===== config.mk =====
export PLATFORM = sky130hd
export DESIGN_NAME = alu_share_arbiter
export DESIGN_NICKNAME = d
export VERILOG_FILES = /design/src/rtl/alu_share_arbiter.sv
export SDC_FILE = /design/constraint.sdc
export NUM_CORES = 1
export LEC_CHECK = 0
export CORE_AREA = 2 2 108 110
export DETAILED_ROUTE_END_ITERATION = 12
export DIE_AREA = 0 0 110 112
export PLACE_DENSITY = 0.74
export SLEW_MARGIN = 15
export SYNTH_ARGS = -nofsm -noshare
export SYNTH_HDL_FRONTEND = slang
export SYNTH_SLANG_ARGS = --single-unit

===== constraint.sdc =====
create_clock -name clk_i -period 2.6 [get_ports clk_i]
set_input_delay 0.65 -clock clk_i [delete_from_list [all_inputs] [get_ports clk_i]]
set_output_delay 0.65 -clock clk_i [all_outputs]
set_load 0.01 [all_outputs]

===== src/rtl/alu_share_arbiter.sv =====
// Shares one combinational ALU among NUM_REQ requesters using round-robin arbitration.
// A single-entry response buffer with valid/ready backpressure captures each result.
module alu_share_arbiter #(
  parameter int unsigned DATA_WIDTH = 32,
  parameter int unsigned NUM_REQ    = 2,
  parameter int unsigned ID_WIDTH   = (NUM_REQ > 1) ? $clog2(NUM_REQ) : 1
) (
  input  logic                          clk_i,
  input  logic                          rst_ni,
  input  logic [NUM_REQ-1:0]            req_valid_i,
  output logic [NUM_REQ-1:0]            req_ready_o,
  input  logic [NUM_REQ*DATA_WIDTH-1:0] req_operand_a_i,
  input  logic [NUM_REQ*DATA_WIDTH-1:0] req_operand_b_i,
  input  logic [NUM_REQ*4-1:0]          req_alu_control_i,
  output logic [DATA_WIDTH-1:0]         alu_operand_a_o,
  output logic [DATA_WIDTH-1:0]         alu_operand_b_o,
  output logic [3:0]                    alu_control_o,
  input  logic [DATA_WIDTH-1:0]         alu_result_i,
  input  logic                          alu_zero_i,
  output logic                          rsp_valid_o,
  input  logic                          rsp_ready_i,
  output logic [DATA_WIDTH-1:0]         rsp_result_o,
  output logic                          rsp_zero_o,
  output logic [ID_WIDTH-1:0]           rsp_id_o
);

  localparam logic [3:0]        CtrlAdd = 4'b0010;
  localparam logic [ID_WIDTH:0] NumReqW = (ID_WIDTH + 1)'(NUM_REQ);

  typedef enum logic [0:0] {StEmpty, StFull} state_e;

  state_e                state_q, state_d;
  logic                  can_accept;
  logic                  grant_valid;
  logic [ID_WIDTH-1:0]   grant_idx;
  logic [ID_WIDTH:0]     cand;
  logic [ID_WIDTH:0]     ptr_inc;
  logic [ID_WIDTH-1:0]   rr_ptr_q, rr_ptr_d;
  logic [DATA_WIDTH-1:0] result_q, result_d;
  logic                  zero_q, zero_d;
  logic [ID_WIDTH-1:0]   id_q, id_d;

  // Buffer FSM: state register.
  always_ff @(posedge clk_i) begin
    if (!rst_ni) begin
      state_q <= StEmpty;
    end else begin
      state_q <= state_d;
    end
  end

  // Buffer FSM: next state.
  always_comb begin
    state_d = state_q;
    unique case (state_q)
      StEmpty: if (grant_valid) state_d = StFull;
      StFull: begin
        if (grant_valid) begin
          state_d = StFull;
        end else if (rsp_ready_i) begin
          state_d = StEmpty;
        end
      end
      default: state_d = StEmpty;
    endcase
  end

  // Buffer FSM: outputs. Reset masks acceptance so nothing is granted in the reset cycle.
  always_comb begin
    rsp_valid_o = (state_q == StFull);
    can_accept  = rst_ni && ((state_q == StEmpty) || rsp_ready_i);
  end

  // Round-robin search starting at rr_ptr_q, wrapping modulo NUM_REQ.
  always_comb begin
    grant_valid = 1'b0;
    grant_idx   = '0;
    cand        = '0;
    for (int unsigned k = 0; k < NUM_REQ; k++) begin
      cand = {1'b0, rr_ptr_q} + (ID_WIDTH + 1)'(k);
      if (cand >= NumReqW) cand = cand - NumReqW;
      if (can_accept && !grant_valid && req_valid_i[cand[ID_WIDTH-1:0]]) begin
        grant_valid = 1'b1;
        grant_idx   = cand[ID_WIDTH-1:0];
      end
    end
  end

  // Idle drive is a stable ADD of zeros.
  always_comb begin
    req_ready_o     = '0;
    alu_operand_a_o = '0;
    alu_operand_b_o = '0;
    alu_control_o   = CtrlAdd;
    for (int unsigned i = 0; i < NUM_REQ; i++) begin
      if (grant_valid && (grant_idx == ID_WIDTH'(i))) begin
        req_ready_o[i]  = 1'b1;
        alu_operand_a_o = req_operand_a_i[i*DATA_WIDTH +: DATA_WIDTH];
        alu_operand_b_o = req_operand_b_i[i*DATA_WIDTH +: DATA_WIDTH];
        alu_control_o   = req_alu_control_i[i*4 +: 4];
      end
    end
  end

  always_comb begin
    ptr_inc = {1'b0, grant_idx} + (ID_WIDTH + 1)'(1);
    if (ptr_inc == NumReqW) ptr_inc = '0;
    rr_ptr_d = rr_ptr_q;
    result_d = result_q;
    zero_d   = zero_q;
    id_d     = id_q;
    if (grant_valid) begin
      rr_ptr_d = ptr_inc[ID_WIDTH-1:0];
      result_d = alu_result_i;
      zero_d   = alu_zero_i;
      id_d     = grant_idx;
    end
  end

  always_ff @(posedge clk_i) begin
    if (!rst_ni) begin
      rr_ptr_q <= '0;
      result_q <= '0;
      zero_q   <= 1'b0;
      id_q     <= '0;
    end else begin
      rr_ptr_q <= rr_ptr_d;
      result_q <= result_d;
      zero_q   <= zero_d;
      id_q     <= id_d;
    end
  end

  assign rsp_result_o = result_q;
  assign rsp_zero_o   = zero_q;
  assign rsp_id_o     = id_q;

endmodule


==> impl_metrics.yaml <==
cells_and_area:
  layout.nets: 702
  drive_above_1_share: 0.180
  antenna-diode-count: 0
  areaGrowthSynthToFinish_pct: 142
  fin_area_um2: 5210
yosys:
  synth-adder-area-share: 0
  post_synthesis_compound_gate_area_fraction: 0.293
  combinational_family_with_the_most_area_after_synthesis: "compound AO/OA/AOI/OAI gates"
  xor_xnor_share_of_the_synthesized_area: 0
  synth_area_leader: "sky130_fd_sc_hd__dfxtp_1"
  ys_ff_latch: 36
  number_of_synthesized_flops_with_an_enable_pin: 0
  cells_taking_the_most_area_after_synthesis: "sky130_fd_sc_hd__dfxtp_1, sky130_fd_sc_hd__a22o_1, sky130_fd_sc_hd__mux2i_1"
  synth_commonest_cells: "sky130_fd_sc_hd__nand2_1, sky130_fd_sc_hd__a22o_1, sky130_fd_sc_hd__dfxtp_1"
  post_synth.cell_area_avg_um2: 8.75
  synth_largest_type_area_fraction: 0.335
  post_synth_and_or_nand_nor_area_fraction: 0.142
  yosysWarnings: 0
  sequential_share_of_the_synthesized_area: 0.335
  post_synth_mux_area_share: 0.153
  synth_nets: 420
  syn_inst: 246
  yosys.cell_count.top_type: "sky130_fd_sc_hd__nand2_1"
  dominantRegCellSynth: "sky130_fd_sc_hd__dfxtp_1"
  synth.distinct_cells: 20
  synth_async_sr_flop_share: 0
  syn-cell-area_um2: 2150
worst_setup_path:
  critical-path-top-delay-family: "buffers and inverters"
  crit_type: "primary input to primary output"
  arrival_ps: 1900
  critical_path.reg2reg.startpoint: "rsp_valid_o"
  worstReg2RegEnd: "rsp_id_o"
  critical_path_buf_inv_count: 4
  crit_path_top_delay_cell: "sky130_fd_sc_hd__dlygate4sd2_1"
  crit_path_max_fanout: 14
  critPathRequiredTime_ps: 1950
  crit_path_start: "rsp_ready_i"
  critPathCaptureType: "primary output"
  type_of_origin_of_the_critical_path: "primary input"
  worstPathCellList: "clkdlybuf4s15_2 -> nand2b_4 -> o2111a_2 -> buf_4 -> buf_12 -> a22o_1 -> dlygate4sd2_1"
  rr_worst_depth: 6
  reg2reg_setup_slack_ps: 1330
  cp_slowest_stage_delay_ps: 280
timing:
  setup_total_negative_slack_ps: 0
  min_period_over_period: 0.982
  hold_violations: 0
  clock_skew_ps: 4.53
  number_of_setup_violations_in_the_final_report: 0
  worst_slew_margin_rel: 0.589
  period_minus_slack_ps: 2550
  max_slew.worst_pin.slew_ps: 617
  drv_slew: 0
  grt_setup_unrepaired: "false"
  max_freq_ghz: 0.392
power:
  total_leakage_power_nw: 2.33
  power_density_nw_per_um2: 399
  vdd_ir_drop_max_uv: 399
global_route:
  pin_count_of_the_biggest_net_entering_global_routing: 70
  initial_antenna_violation_count: 0
  grt_first_pass_wirelength_mm: 17.3
  track_usage: 0.182
  first_global_vias: 3200
  global_route.overflow_total: 0
floorplanning:
  io_pins: 279
  chipHeight_um: 112
  die_area_um2: 12300
  coreArea_um2: 11200
  die_width_um: 110
  start_util: 0.193
  fp-row-count: 39
clock_network:
  tritoncts: "done"
  clockBufferDepth: 2
  cts_num_sinks: 36
  clock_latency_ps: 280
  cts_buffers: 5
  clock_slew_at_the_register_clock_pins_of_the_worst_setup_and_hold_paths_ps: 50
  cts_root_buf: "sky130_fd_sc_hd__clkbuf_16"
  cts_htree_levels: 2
detailed_routing:
  detailedRoute.firstPassIterationCount: 4
  vias_per_cell: 4.53
  top_layer_used: "met4"
  total_length_of_routed_wires_mm: 11.7
  via_count: 3042
  drc_errors: 0
  wl_met3_mm: 1.18
  wl_per_cell_um: 17.5
  met2WireLength_mm: 5.97
  drtIter0Drc: 113
  ant_nets: 0
  drt-met1-wl_mm: 4.30
min_path:
  hold_path.class: "flip-flop to flip-flop"
  timing.hold.worst_endpoint: "rsp_id_o"
  hold_start: "rsp_id_o"
  whs_path_depth: 2
placed_design:
  placed_cell_area_um2: 5070
  gpl.final_weighted_congestion: 0.945
  buffer_ports.inserted: 278
  place.detailed.hpwl_mm: 9.37
status:
  status: "finished clean"
flow_run:
  timing.max_cap.violations: 0
==> kinds of logic after synthesis <==
family | Yosys count
AO/OA/AOI/OAI | 73
buffers and inverters | 30
flip-flops | 36
multiplexers | 33
AND/OR/NAND/NOR | 74
==> registers in the layout, indices dropped and copies added, names as in the netlist <==
signal / count
rsp_result_o: 32
rsp_id_o: 1
rr_ptr_q: 1
rsp_zero_o: 1
rsp_valid_o: 1
==> through the flow <==
stage	hold slack (ps)	std cells	power (W)	setup slack, ps	utilization
finish	450	672	0.00208	46.9	0.466
global route	481	672	0.00218	0.757	0.466
CTS	455	672	0.00211	1.45	0.473
global placement	442	650	0.00141	-598	0.454
detailed placement	449	650	0.00143	-615	0.454
floorplan	474	246	0.000893	382	-
==> per-layer routing <==
metal / global-route usage / vias to the layer above
met3: 0.0574 / 16
met1: 0.195 / 1401
met2: 0.333 / 167
li1: - / 1458
met5: 0 / -
met4: 0.0574 / 0
==> power breakdown <==
| group | leakage [nW] | internal (W) | switching [W] |
|---|---|---|---|
| Sequential | 0.298 | 0.000595 | 0.0000224 |
| Combinational | 1.95 | 0.000496 | 0.000286 |
| Clock | 0.0798 | 0.000450 | 0.000228 |
| Total | 2.33 | 0.00154 | 0.000536 |
==> what timing repair did <==
action | in CTS | in global routing
hold buffers | 0 | 0
pin swaps | 8 | 1
endpoints found under the setup margin | 70 | 30
gates cloned | 5 | 0
gates resized for setup | 227 | 30
endpoints found under the hold margin | 0 | 0
buffers inserted | 9 | 0
==> area by class of cell <==
class                           count  area, µm²
Timing Repair Buffer              302       2860
Inverter                            3       11.3
Clock buffer                        5        125
Tap cell                          143        179
Fill cell                        1131       5960
Sequential cell                    36        721
Clock inverter                      3       42.5
Multi-Input combinational cell    180       1270
==> cells in the final DEF (no fill, tap or decap), types with 3 or more instances in the layout <==
cell type,count
sky130_fd_sc_hd__buf_4,9
sky130_fd_sc_hd__dfxtp_1,36
sky130_fd_sc_hd__a22o_1,67
sky130_fd_sc_hd__buf_2,46
sky130_fd_sc_hd__clkdlybuf4s15_1,11
sky130_fd_sc_hd__buf_6,3
sky130_fd_sc_hd__mux2i_1,33
sky130_fd_sc_hd__clkbuf_16,5
sky130_fd_sc_hd__buf_16,5
sky130_fd_sc_hd__nand2_1,68
sky130_fd_sc_hd__inv_1,3
sky130_fd_sc_hd__clkbuf_2,11
sky130_fd_sc_hd__buf_12,5
sky130_fd_sc_hd__dlygate4sd2_1,4
sky130_fd_sc_hd__clkdlybuf4s50_1,204
==> worst max path at each step <==
stage | end | slack, ps | cells after the start
after floorplan | alu_operand_a_o[13] | 380 | 6
after global placement | alu_operand_b_o[1] | -600 | 6
after detailed placement | alu_operand_b_o[1] | -610 | 6
after CTS | alu_operand_b_o[30] | 1 | 7
after global routing | alu_operand_b_o[20] | 0.8 | 7
final | alu_operand_a_o[11] | 50 | 7
==> worst register-to-register path: cells and delay by family (launching register included) <==
family / cells / cell delay, ps
buffers and inverters: 3 / 400
flip-flops: 1 / 380
AO/OA/AOI/OAI: 2 / 300
AND/OR/NAND/NOR: 1 / 70
Note: power is estimated with default switching activity, not from simulation.
